**src/rtl/parc_dmem_resp_queue.sv**
```systemverilog
// Data-memory response queue: subword extraction at enqueue,
// circular-buffer storage and optional empty-queue pass-through.
module parc_dmem_resp_queue #(
    parameter int p_data_nbits  = 32,
    parameter int p_num_entries = 2,
    parameter int p_bypass      = 1
) (
    input  logic                             clk,
    input  logic                             reset,
    input  logic                             enq_val,
    output logic                             enq_rdy,
    input  logic [p_data_nbits-1:0]          enq_msg_data,
    input  logic [2:0]                       enq_msg_type,
    output logic                             deq_val,
    input  logic                             deq_rdy,
    output logic [p_data_nbits-1:0]          deq_msg,
    output logic [$clog2(p_num_entries):0]   count,
    output logic                             full,
    output logic                             empty
);

    localparam int c_aw = $clog2(p_num_entries);
    localparam int c_cw = c_aw + 1;
    localparam logic [c_aw-1:0] c_ptr_one = c_aw'(1);
    localparam logic [c_cw-1:0] c_cnt_one = c_cw'(1);
    localparam logic [c_cw-1:0] c_cnt_max = c_cw'(p_num_entries);
    localparam logic c_byp = (p_bypass != 0);

    logic [p_data_nbits-1:0] r_mem [p_num_entries];
    logic [c_aw-1:0]         r_enq_ptr;
    logic [c_aw-1:0]         r_deq_ptr;
    logic [c_cw-1:0]         r_count;

    logic [p_data_nbits-1:0] w_ext;
    logic                    w_enq_fire;
    logic                    w_deq_fire;
    logic                    w_pass;
    logic                    w_write;
    logic                    w_pop;

    assign count   = r_count;
    assign full    = (r_count == c_cnt_max);
    assign empty   = (r_count == '0);
    assign enq_rdy = !full && !reset;

    // Subword extraction of the incoming response
    always_comb begin
        w_ext = enq_msg_data;
        case (enq_msg_type)
            3'd1: w_ext = {{(p_data_nbits-8){enq_msg_data[7]}},
                           enq_msg_data[7:0]};
            3'd2: w_ext = {{(p_data_nbits-8){1'b0}},
                           enq_msg_data[7:0]};
            3'd3: w_ext = {{(p_data_nbits-16){enq_msg_data[15]}},
                           enq_msg_data[15:0]};
            3'd4: w_ext = {{(p_data_nbits-16){1'b0}},
                           enq_msg_data[15:0]};
            default: w_ext = enq_msg_data;
        endcase
    end

    // Head selection: stored entry, or pass-through when empty
    always_comb begin
        deq_val = 1'b0;
        deq_msg = r_mem[r_deq_ptr];
        if (reset) begin
            deq_val = 1'b0;
        end else if (!empty) begin
            deq_val = 1'b1;
        end else if (c_byp) begin
            deq_val = enq_val;
            deq_msg = w_ext;
        end
    end

    // A pass-through consumes the message without touching storage
    assign w_enq_fire = enq_val && enq_rdy;
    assign w_deq_fire = deq_val && deq_rdy;
    assign w_pass     = c_byp && empty && deq_rdy;
    assign w_write    = w_enq_fire && !w_pass;
    assign w_pop      = w_deq_fire && !empty;

    // Pointer and occupancy update
    always_ff @(posedge clk) begin
        if (reset) begin
            r_enq_ptr <= '0;
            r_deq_ptr <= '0;
            r_count   <= '0;
        end else begin
            if (w_write) r_enq_ptr <= r_enq_ptr + c_ptr_one;
            if (w_pop)   r_deq_ptr <= r_deq_ptr + c_ptr_one;
            case ({w_write, w_pop})
                2'b10:   r_count <= r_count + c_cnt_one;
                2'b01:   r_count <= r_count - c_cnt_one;
                default: r_count <= r_count;
            endcase
        end
    end

    // Entry storage; contents survive reset and are simply ignored
    always_ff @(posedge clk) begin
        if (w_write) r_mem[r_enq_ptr] <= w_ext;
    end

endmodule

```
**config.mk**
```make
export PLATFORM = sky130hd
export DESIGN_NAME = parc_dmem_resp_queue
export DESIGN_NICKNAME = d
export VERILOG_FILES = /design/src/rtl/parc_dmem_resp_queue.sv
export SDC_FILE = /design/constraint.sdc
export NUM_CORES = 1
export LEC_CHECK = 0
export BUFFER_PORTS_ARGS = -buffer_cell sky130_fd_sc_hd__buf_4
export CORE_MARGIN = 2
export CORE_UTILIZATION = 40
export DETAILED_ROUTE_END_ITERATION = 6
export PLACE_DENSITY = 0.64
export SYNTH_ARGS = -nofsm -noshare
export SYNTH_HDL_FRONTEND = slang
export SYNTH_SLANG_ARGS = --single-unit
export TNS_END_PERCENT = 1
```
**constraint.sdc**
```tcl
create_clock -name clk -period 5.7 [get_ports clk]
set_input_delay 0.855 -clock clk [delete_from_list [all_inputs] [get_ports clk]]
set_output_delay 0.855 -clock clk [all_outputs]
set_load 0.01 [all_outputs]
```
Yosys cells after proc, flatten, opt, wreduce, memory -nomap -nowiden
Memory sizes are Yosys's and may differ from the RTL's. A register that Yosys moved wholly into a read port is not among the register bits.
Cells that the tools add are included.
Operators by class
  add/sub/neg operators: 4
  equality and inequality tests: 7
  mux-type cells: 10
  reduce and logical (&&, ||, !) cells: 12
Operators with widths (count)
  $pmux 32 s4: 1
  $mux 32: 2
  $eq 3x2->1 const B: 2
  $logic_and 1x1->1: 6
  $mux 1: 6
  $eq 2x2->1 const B: 2
  $logic_not 1->1: 4
  $pmux 2 s2: 1
  $eq 3x1->1 const B: 1
  $eq 3x3->1 const B: 1
  $add 1x1->1 const B: 2
  $add 2x1->2 const B: 1
  $eq 2x1->1 const B: 1
  $logic_not 2->1: 1
  $reduce_bool 2->1: 1
  $sub 2x1->2 const B: 1
Storage, ports and cells
  flip-flop bits (word level): 4
  RAM bits: 64
  input port bits: 39
  logic and storage cells: 37
  memories: 1
Memories
  r_mem: words 2, width 32, read ports 1, clocked after memory_dff 1, write ports 1, RTL line 29  | logic [p_data_nbits-1:0] r_mem [p_num_entries];

Longest topological paths before layout
Gate-level depths: netlist (run 1).
  depth in word-level cells: 7
  gate-level depth with buffers: 7
  depth with buffers taken out: 6

Worst setup path before layout (run 1)
Ideal clock, no wire load.
  path kind: in2reg
  start: input reset
  end: memory r_mem[1][0] (enable)
  setup time: 0.421 ns
  arrival: 2.608 ns
  data required time: 5.279 ns
  path slack: 2.671 ns
  cell stages on the path: 4
  path through: clkbuf_2 inv_1 nand3_1 nor2_1
Between the ends
  longest elaborated chain between the ends: 6
Ends and longest elaborated chain
  start: declaration: RTL line 9  | input logic reset,
  $logic_not 1->1: RTL line 44  | assign enq_rdy = !full && !reset;
  $logic_and 1x1->1: RTL line 44
  $logic_and 1x1->1: RTL line 77  | assign w_enq_fire = enq_val && enq_rdy;
  $logic_and 1x1->1: RTL line 80  | assign w_write = w_enq_fire && !w_pass;
  $mux 1: RTL line 102  | if (w_write) r_mem[r_enq_ptr] <= w_ext;
  $mux 1 (not written as such): RTL line 102
  end: declaration: RTL line 29
Every way passes these cells.

Worst setup path in the final report (run 1)
  start: input enq_msg_type[2]
  end: output deq_msg[27]
Between the ends
  longest elaborated chain between the ends: 4
Ends and longest elaborated chain
  start: declaration: RTL line 13  | input logic [2:0] enq_msg_type,
  $eq 3x3->1, or another cell as far along: RTL line 49  | case (enq_msg_type)
  $pmux 32 s4 (*): RTL line 49
  $mux 32 (*): RTL line 68  | end else if (!empty) begin
  $mux 32 (*): RTL line 66  | if (reset) begin
  end: declaration: RTL line 16  | output logic [p_data_nbits-1:0] deq_msg,
Mark *: on every way between the ends. The rest lies on a longest branch, timed or not.

==> results of run 1 <==
==> where the power goes <==
| part | switching, W | internal, W |
|---|---|---|
| registers | 0.0000194 | 0.000576 |
| logic | 0.000127 | 0.000123 |
| clock network | 0.000181 | 0.000333 |
==> worst max path at each step <==
stage	endpoint	cells past startpoint	start	slack, ns
final	deq_msg[27]	5	enq_msg_type[2]	2.39
after CTS	deq_msg[19]	5	enq_msg_type[2]	2.38
after floorplan	r_mem[1][0]	4	reset	2.67
after global routing	deq_msg[19]	5	enq_msg_type[2]	2.22
after global placement	deq_msg[27]	5	enq_msg_type[2]	2.40
after detailed placement	deq_msg[19]	5	enq_msg_type[2]	2.38
==> final cells by class <==
type / instances / area (µm²)
flip-flops and latches: 69 / 2020
well taps: 105 / 131
clock buffers: 9 / 124
clock inverters: 7 / 138
inverters: 4 / 15.0
fillers: 743 / 3910
multi-input cells: 169 / 1160
repair buffers: 79 / 593
==> logic make-up after synthesis <==
kind of cell / count (synthesis)
and+or+nand+nor: 67
buffers and inverters: 21
adders and majority gates: 1
DFF: 69
muxes: 25
xor gates and xnor gates: 3
AOI/OAI and AO/OA: 73
==> stage by stage <==
step                cells  setup slack, ns  total power, W
global route          442             2.22         0.00141
global placement      426             2.40        0.000855
floorplan             259             2.67        0.000746
detailed placement    426             2.38        0.000860
CTS                   442             2.38         0.00137
finish                442             2.39         0.00136
==> state kept, by name (all words and copies together), names as in the netlist, named ones only <==
register   count
r_deq_ptr      1
count          2
r_enq_ptr      1
r_mem         64
==> worst min-delay path, stage by stage (launching register included) <==
cell,delay [ns]
dfxtp_1,0.33
xor2_1,0.08
nor2_1,0.07
==> routing by layer <==
layer  up-vias  track usage  share of wire
met5         -            0              0
met4         0       0.0688          0.017
met3        10       0.0327          0.057
met2        66        0.241           0.46
met1      1066        0.200           0.47
li1       1123            -              -
==> cell usage after synthesis (3+ instances only) <==
library cell	n	area [µm²]
a211oi_1	8	60.1
a21oi_1	9	45.0
a22oi_1	7	52.6
a22oi_2	9	113
a31oi_1	9	56.3
buf_2	10	50.1
clkbuf_1	4	15.0
dfxtp_1	5	100
edfxtp_1	64	1920
inv_1	3	11.3
mux2i_1	25	250
nand2_1	25	93.8
nand2b_1	16	100
nor2_1	8	30.0
nor2b_1	9	56.3
o21ai_0	20	100
o21ai_1	6	30.0
==> run_results.csv, run 1 <==
group,metric,value,unit
run_status,status,"finished clean",
synthesis,synth-simple-area-share,0.108,
synthesis,synth_compound_gate_area_share,0.154,
clocking,cts_resized,0,
routing,vias_per_cell,5.12,
synthesis,syn_nets,299,
die,core,8090,µm²
finish,diodes,0,
finish,syn2layout_area_growth,27.7,%
clocking,numCtsBuffers,9,
routing,drt_first_pass_iters,4,
synthesis,synth_top_family_by_area,"compound AO/OA/AOI/OAI gates",
clocking,post-cts-setup-buffers,0,
clocking,hold_buffers,0,
sta,maxSlewHeadroom,0.293,
finish,final_cell_mix,"buf_4 (79), edfxtp_1 (64), mux2i_1 (25), nand2_1 (25), o21ai_0 (20)",
sta,finalCriticalPeriod,3.31,ns
power_and_ir_drop,p_leak,1.56,nW
synthesis,synth_flop_cell,"edfxtp_1",
routing,wl_per_cell,15.1,µm
min_path,hp-start,"r_deq_ptr",
die,die_area,8930,µm²
min_path,hp-class,"flip-flop to flip-flop",
routing,drtAntennaViolNets,0,
worst_setup_path,reg2reg_from,"count[0]",
global_route,antenna_found_initial,0,
global_route,grt_usage,0.152,
routing,initialDrtViolationCount,169,
sta,drv_slew,0,
synthesis,syn_inst,259,
synthesis,syn_area,3280,µm²
die,start_util,0.405,
routing,remaining_drc_errors,0,
synthesis,synth_edf_count,64,
worst_setup_path,endpoint_kind,"primary output",
worst_setup_path,r2r_setup_slack,3.55,ns
synthesis,ys_seq_area_frac,0.617,
synthesis,avgSynthCellArea,12.6,µm²
worst_setup_path,critPathSlowestCell,"nor3_2",
worst_setup_path,worstRegToRegCells,3,
placement,place_area,3920,µm²
global_route,grt_pass1_wl,10100,µm
worst_setup_path,crit_type,"input pin to primary output",
clocking,cts.sinks,69,
clocking,h-tree-depth,3,
synthesis,synth_xor_area_frac,0.00802,
placement,gp_congestion,0.754,
finish,fin_area,4180,µm²
synthesis,yosysUniqueCellTypes,36,
finish,layout_commonest_cell,"buf_4",
clocking,root_buffer,"clkbuf_8",
sta,fmaxAchievable,302,MHz
worst_setup_path,r2r_end,"r_mem[1][30]",
global_route,grt-ovfl-total,0,
synthesis,synthMuxAreaShare,0.0764,
clocking,cts_tree,"yes",
placement,port_buffers,76,
placement,dp_hpwl,4320,µm
sta,rsz0062_at_grt,"no",
min_path,hold_path_depth,2,
worst_setup_path,cp.required,4.85,ns
worst_setup_path,arrival,2.46,ns
flow_run,cap_violations,0,
worst_setup_path,cp_num_buf_inv,2,
sta,hold_ws,0.517,ns
synthesis,ys_ff_latch,69,
clocking,clock_path_buffers,2,
synthesis,yosys_warnings,0,
die,die_w,94.5,µm
finish,nNetsFinal,372,
sta,tns,0,ns
worst_setup_path,cpMostUsedCell,"buf_4",
global_route,grt_pass1_vias,2017,
synthesis,synthArstFlopShare,0,
sta,timing.final.crit_share,0.581,
finish,final_util,0.517,
routing,via_count,2265,
worst_setup_path,worstPathCellList,"buf_4, nor3_2, o21ai_1, a22oi_2, buf_4",
worst_setup_path,crit_path_max_incr_delay,0.79,ns
worst_setup_path,path_max_fanout,16,
power_and_ir_drop,p_per_area,325,nW/µm²
power_and_ir_drop,ir_worst_vdd,0.000132,V
clocking,clk_pin_slew,0.08,ns
synthesis,synthAdderAreaFrac,0.00382,
die,ios,77,
sta,tightestPinTransition,1.06,ns
worst_setup_path,cp_top_family,"simple AND/OR/NAND/NOR gates",
sta,fin_skew,0.00966,ns
worst_setup_path,startpoint_type,"input pin",
sta,finalHoldViolations,0,
global_route,grt_max_degree,41,
die,die_y,94.5,µm
sta,setup_viol,0,
clocking,clock_latency,0.34,ns
die,placementRows,33,
finish,drive_gt1_frac,0.332,
routing,wl,6660,µm
Power figures use the tool's default switching activity.
==> run 2: changes to the inputs <==
--- a/config.mk
+++ b/config.mk
@@ -9,7 +9,7 @@
 export CORE_MARGIN = 2
 export CORE_UTILIZATION = 40
 export DETAILED_ROUTE_END_ITERATION = 6
-export PLACE_DENSITY = 0.64
+export PLACE_DENSITY = 0.67
 export SYNTH_ARGS = -nofsm -noshare
 export SYNTH_HDL_FRONTEND = slang
 export SYNTH_SLANG_ARGS = --single-unit
==> constraint.sdc (replaced) <==
create_clock -name clk -period 2.9 [get_ports clk]
set_input_delay 0.435 -clock clk [delete_from_list [all_inputs] [get_ports clk]]
set_output_delay 0.435 -clock clk [all_outputs]
set_load 0.01 [all_outputs]
==> run 2 against run 1 <==
Count of clock-buffer cells in the layout up 3. Clock skew down 0.0044 ns. Design area down 1.7%. First-iteration DRC count shrank 39%. Power up 68%. Clock power is 20% higher. Critical path depth shrank 1. Die area unchanged. Combinational power increased by 110%. Register-to-register slack worse by 2.5 ns. Largest cell class unchanged.
==> run_results.csv, run 2 (synthesized netlist as in run 1, its figures left out) <==
group,metric,value,unit
clocking,post-cts-setup-buffers,0,
global_route,grt-ovfl-total,0,
global_route,grt_pass1_vias,2241,
routing,via_count,2289,
clocking,cts_tree,"yes",
clocking,root_buffer,"clkbuf_8",
sta,finalCriticalPeriod,2.41,ns
global_route,grt_max_degree,33,
sta,tightestPinTransition,0.846,ns
finish,largest_register,"r_mem",
finish,final_cell_mix,"buf_4 (82), edfxtp_1 (64), mux2i_1 (25), nand2_1 (25), o21ai_0 (20)",
die,die_area,8930,µm²
die,start_util,0.405,
die,ios,77,
clocking,cts_resized,0,
routing,vias_per_cell,5.14,
flow_run,cap_violations,0,
finish,drive_gt1_frac,0.326,
sta,timing.final.crit_share,0.830,
sta,rsz0062_at_grt,"no",
worst_setup_path,crit_type,"flip-flop to primary output",
finish,layout_commonest_cell,"buf_4",
finish,nNetsFinal,376,
worst_setup_path,endpoint_kind,"primary output",
clocking,cts.sinks,69,
placement,gp_congestion,0.743,
sta,fin_ws,0.492,ns
sta,drv_slew,0,
placement,dp_cells,430,
power_and_ir_drop,p_per_area,557,nW/µm²
worst_setup_path,startpoint_type,"flip-flop",
die,die_w,94.5,µm
global_route,grt_usage,0.162,
die,die_y,94.5,µm
routing,drt_first_pass_iters,5,
clocking,clk_pin_slew,0.07,ns
min_path,hp-class,"input pin to flip-flop",
clocking,clock_latency,0.32,ns
finish,largest_register_ff_count,64,
sta,fmaxAchievable,415,MHz
placement,port_buffers,76,
routing,drtAntennaViolNets,0,
routing,initialDrtViolationCount,103,
finish,diodes,0,
worst_setup_path,cp.required,2.47,ns
sta,finalHoldViolations,0,
die,placementRows,33,
sta,maxSlewHeadroom,0.433,
die,core,8090,µm²
global_route,grt_pass1_wl,10900,µm
global_route,antenna_found_initial,0,
finish,syn2layout_area_growth,25.5,%
clocking,clock_path_buffers,2,
worst_setup_path,path_max_fanout,16,
routing,wl_per_cell,15.7,µm
placement,pre_cts_slack,0.673,ns
routing,wl,7000,µm
run_status,status,"finished clean",
sta,fin_skew,0.00530,ns
routing,remaining_drc_errors,0,
worst_setup_path,arrival,1.97,ns
placement,dp_hpwl,4580,µm
clocking,hold_buffers,0,
power_and_ir_drop,p_leak,1.53,nW
clocking,h-tree-depth,3,
power_and_ir_drop,ir_worst_vdd,0.000296,V
clocking,numCtsBuffers,9,
finish,finalNonFillerCells,445,
sta,tns,0,ns
sta,setup_viol,0,
sta,hold_ws,0.309,ns
-- run 2: final cells by class --
cell class | count | area [µm²]
fill | 767 | 3980
sequential | 69 | 2020
multi-input combinational | 169 | 1160
timing repair buffer | 83 | 636
clock buffer | 12 | 135
tap | 105 | 131
inverter | 4 | 15.0
clock inverter | 3 | 13.8
-- run 2: per-stage QoR --
stage,area (µm²),util,power [W]
2_1_floorplan,3280,-,0.00147
3_3_place_gp,3960,0.490,0.00169
3_5_place_dp,3960,0.490,0.00170
4_1_cts,4110,0.508,0.00232
5_1_grt,4110,0.508,0.00241
6_report,4110,0.508,0.00229
-- run 2: routing by layer --
metal | GRT usage | wire, µm | vias up
li1 | - | - | 1129
met3 | 0.0271 | 324 | 6
met4 | 0.0664 | 81 | 0
met5 | 0 | 0 | -
met1 | 0.201 | 3100 | 1097
met2 | 0.281 | 3490 | 57
-- run 2: path summary, 6_finish.rpt --
| kind | start | slack (ns) | endpoint | cells past startpoint |
|---|---|---|---|---|
| min reg2reg | r_deq_ptr | 0.52 | r_deq_ptr | 2 |
| max | count[0] | 0.49 | deq_msg[30] | 4 |
| max reg2reg | count[0] | 1.02 | count[1] | 5 |
| min | enq_msg_data[1] | 0.31 | r_mem[0][1] | 1 |
-- run 2: report_power, final --
group	switching (W)	internal [W]	total, W
clock network	0.000316	0.000301	0.000617
logic	0.000267	0.000247	0.000514
registers	0.0000237	0.00113	0.00116
-- run 2: worst max-delay path, stage by stage (launching register included) --
cell	delay (ns)
dfxtp_1	0.55
nor2_1	0.11
nand2_1	0.58
a22oi_1	0.20
buf_4	0.19
==> run 3: changes to the inputs <==
--- a/config.mk
+++ b/config.mk
@@ -5,6 +5,7 @@
 export SDC_FILE = /design/constraint.sdc
 export NUM_CORES = 1
 export LEC_CHECK = 0
+export ABC_AREA = 1
 export BUFFER_PORTS_ARGS = -buffer_cell sky130_fd_sc_hd__buf_4
 export CORE_MARGIN = 2
 export CORE_UTILIZATION = 40
==> constraint.sdc (replaced) <==
create_clock -name clk -period 2.1 [get_ports clk]
set_input_delay 0.315 -clock clk [delete_from_list [all_inputs] [get_ports clk]]
set_output_delay 0.315 -clock clk [all_outputs]
set_load 0.01 [all_outputs]
==> run 3 against run 2 <==
Via count rose by 2.1%. Core utilization rose by 1.1 points. Register-to-register slack got worse by 0.73 ns.
==> run_results.csv, run 3 <==
group,metric,value,unit
finish,nNetsFinal,427,
synthesis,yosys_warnings,0,
clocking,post-cts-setup-buffers,0,
synthesis,syn_inst,304,
global_route,grt_usage,0.171,
power_and_ir_drop,combPwrFrac,0.191,
clocking,numCtsBuffers,9,
power_and_ir_drop,p_sw_frac,0.243,
finish,final_cell_mix,"nand2_1 (115), buf_4 (84), edfxtp_1 (64)",
flow_run,cap_violations,0,
sta,tightestPinTransition,0.550,ns
synthesis,ys_top_cells_by_count,"nand2_1 (115), edfxtp_1 (64), mux2_2 (24)",
finish,nFillCells,766,
global_route,antenna_found_initial,0,
synthesis,syn_area,3320,µm²
run_status,status,"finished clean",
worst_setup_path,arrival,1.62,ns
global_route,grt_pass1_vias,2204,
worst_setup_path,endpoint_kind,"primary output",
finish,largest_register_ff_count,64,
clocking,hold_buffers,0,
routing,remaining_drc_errors,0,
placement,port_buffers,76,
finish,largest_register,"r_mem",
routing,wl,7260,µm
power_and_ir_drop,p_int,0.00266,W
sta,drv_slew,0,
global_route,grt_pass1_wl,11200,µm
worst_setup_path,crit_type,"flip-flop to primary output",
synthesis,synth_flop_cell,"edfxtp_1",
sta,rsz0062_at_grt,"no",
die,ios,77,
synthesis,synth_edf_count,64,
sta,setup_viol,0,
finish,syn2layout_area_growth,27.3,%
worst_setup_path,cp.required,1.78,ns
synthesis,synthMuxAreaShare,0.106,
worst_setup_path,r2r_setup_slack,0.29,ns
clocking,clock_path_buffers,2,
power_and_ir_drop,p_leak,1.83,nW
die,start_util,0.408,
routing,vias_per_cell,4.70,
sta,fin_skew,0.00941,ns
sta,finalHoldViolations,0,
global_route,grt_max_degree,28,
sta,tns,0,ns
die,die_w,95.1,µm
power_and_ir_drop,switching_power,0.000856,W
power_and_ir_drop,p_per_area,833,nW/µm²
finish,drive_gt1_frac,0.370,
die,placementRows,33,
sta,maxSlewHeadroom,0.633,
routing,via_count,2336,
synthesis,avgSynthCellArea,10.9,µm²
placement,dp_hpwl,4740,µm
worst_setup_path,startpoint_type,"flip-flop",
synthesis,synthAdderAreaFrac,0.00377,
synthesis,syn_nets,344,
clocking,clk_pin_slew,0.07,ns
worst_setup_path,reg2reg_from,"count[0]",
worst_setup_path,path_max_fanout,22,
synthesis,ys_seq_area_frac,0.610,
power_and_ir_drop,p_seq_frac,0.450,
die,die_y,95.1,µm
placement,gp_congestion,0.785,
die,core,8130,µm²
min_path,hp-class,"input pin to flip-flop",
power_and_ir_drop,ir_worst_vdd,0.000431,V
clocking,cts_tree,"yes",
power_and_ir_drop,total_power,0.00352,W
synthesis,synth_xor_area_frac,0,
global_route,grt-ovfl-total,0,
finish,diodes,0,
clocking,clock_latency,0.34,ns
die,die_area,9040,µm²
routing,initialDrtViolationCount,90,
clocking,root_buffer,"clkbuf_8",
routing,drtAntennaViolNets,0,
power_and_ir_drop,p_clk_frac,0.358,
synthesis,synthArstFlopShare,0,
synthesis,synth_top_area_share,0.579,
synthesis,ys_ff_latch,69,
sta,finalCriticalPeriod,1.93,ns
clocking,cts.sinks,69,
sta,fmaxAchievable,517,MHz
routing,wl_per_cell,14.6,µm
min_path,hp-start,"enq_msg_data[2]",
synthesis,synth-simple-area-share,0.208,
clocking,cts_resized,0,
sta,timing.final.crit_share,0.921,
synthesis,yosys.area.top_type,"edfxtp_1",
synthesis,synth_top_family_by_area,"simple AND/OR/NAND/NOR gates",
synthesis,yosysUniqueCellTypes,24,
finish,layout_commonest_cell,"nand2_1",
routing,drt_first_pass_iters,4,
clocking,h-tree-depth,3,
synthesis,yosysMostFrequentCell,"nand2_1",
synthesis,ys_top_cells_by_area,"edfxtp_1 (58%), nand2_1 (13%), mux2_2 (8.1%), dfxtp_1 (3.0%), mux2i_1 (2.4%)",
synthesis,synth_compound_gate_area_share,0.0238,
[run 3: critical path: stages (launching register included)]
cell and delay (ns):
dfxtp_2 0.33, buf_4 0.31, mux2_2 0.38, nand2_1 0.06, nand2_1 0.06, buf_4 0.14
[run 3: worst paths after layout]
kind	to	cells past startpoint
setup / recovery	deq_msg[16]	5
hold / removal	r_mem[1][2]	1
setup reg to reg	count[1]	10
hold reg to reg	flip-flop	2
[run 3: final cells by class]
| class | count | area (µm²) | area share |
|---|---|---|---|
| clock inverter | 5 | 98.8 | 0.0234 |
| timing repair buffer | 85 | 651 | 0.154 |
| inverter | 12 | 47.5 | 0.0113 |
| sequential | 69 | 2020 | 0.479 |
| clock buffer | 11 | 131 | 0.0311 |
| tap | 105 | 131 | 0.0311 |
| multi-input combinational | 210 | 1140 | 0.270 |
[run 3: cell families after synthesis]
logic type	after synthesis
AO/OA/AOI/OAI	15
adder cells (fa/ha/maj)	1
buffers and inverters	25
flip-flops	69
multiplexers	32
AND/OR/NAND/NOR	162
[run 3: power groups by stage]
stage          Sequential [W]  Clock (W)  Combinational, W
2_1_floorplan         0.00161          0          0.000390
3_3_place_gp          0.00161          0          0.000671
3_5_place_dp          0.00161          0          0.000680
4_1_cts               0.00158    0.00129          0.000684
5_1_grt               0.00159    0.00135          0.000747
6_report              0.00158    0.00126          0.000673
[run 3: layer usage]
metal | GRT usage | share of wire | vias to the layer above
met5 | 0 | 0 | -
li1 | - | - | 1197
met2 | 0.259 | 0.46 | 60
met1 | 0.231 | 0.48 | 1073
met4 | 0.0725 | 0.014 | 0
met3 | 0.0458 | 0.053 | 6
[run 3: through the flow]
step / std cells / area [µm²] / setup slack (ns) / util / hold WS (ns)
2_1_floorplan: 304 / 3320 / 0.0741 / - / 0.414
3_3_place_gp: 481 / 3990 / 0.291 / 0.490 / 0.455
3_5_place_dp: 481 / 3990 / 0.205 / 0.490 / 0.457
4_1_cts: 497 / 4220 / 0.0304 / 0.519 / 0.156
5_1_grt: 497 / 4220 / 0.0422 / 0.519 / 0.149
6_report: 497 / 4220 / 0.167 / 0.519 / 0.172
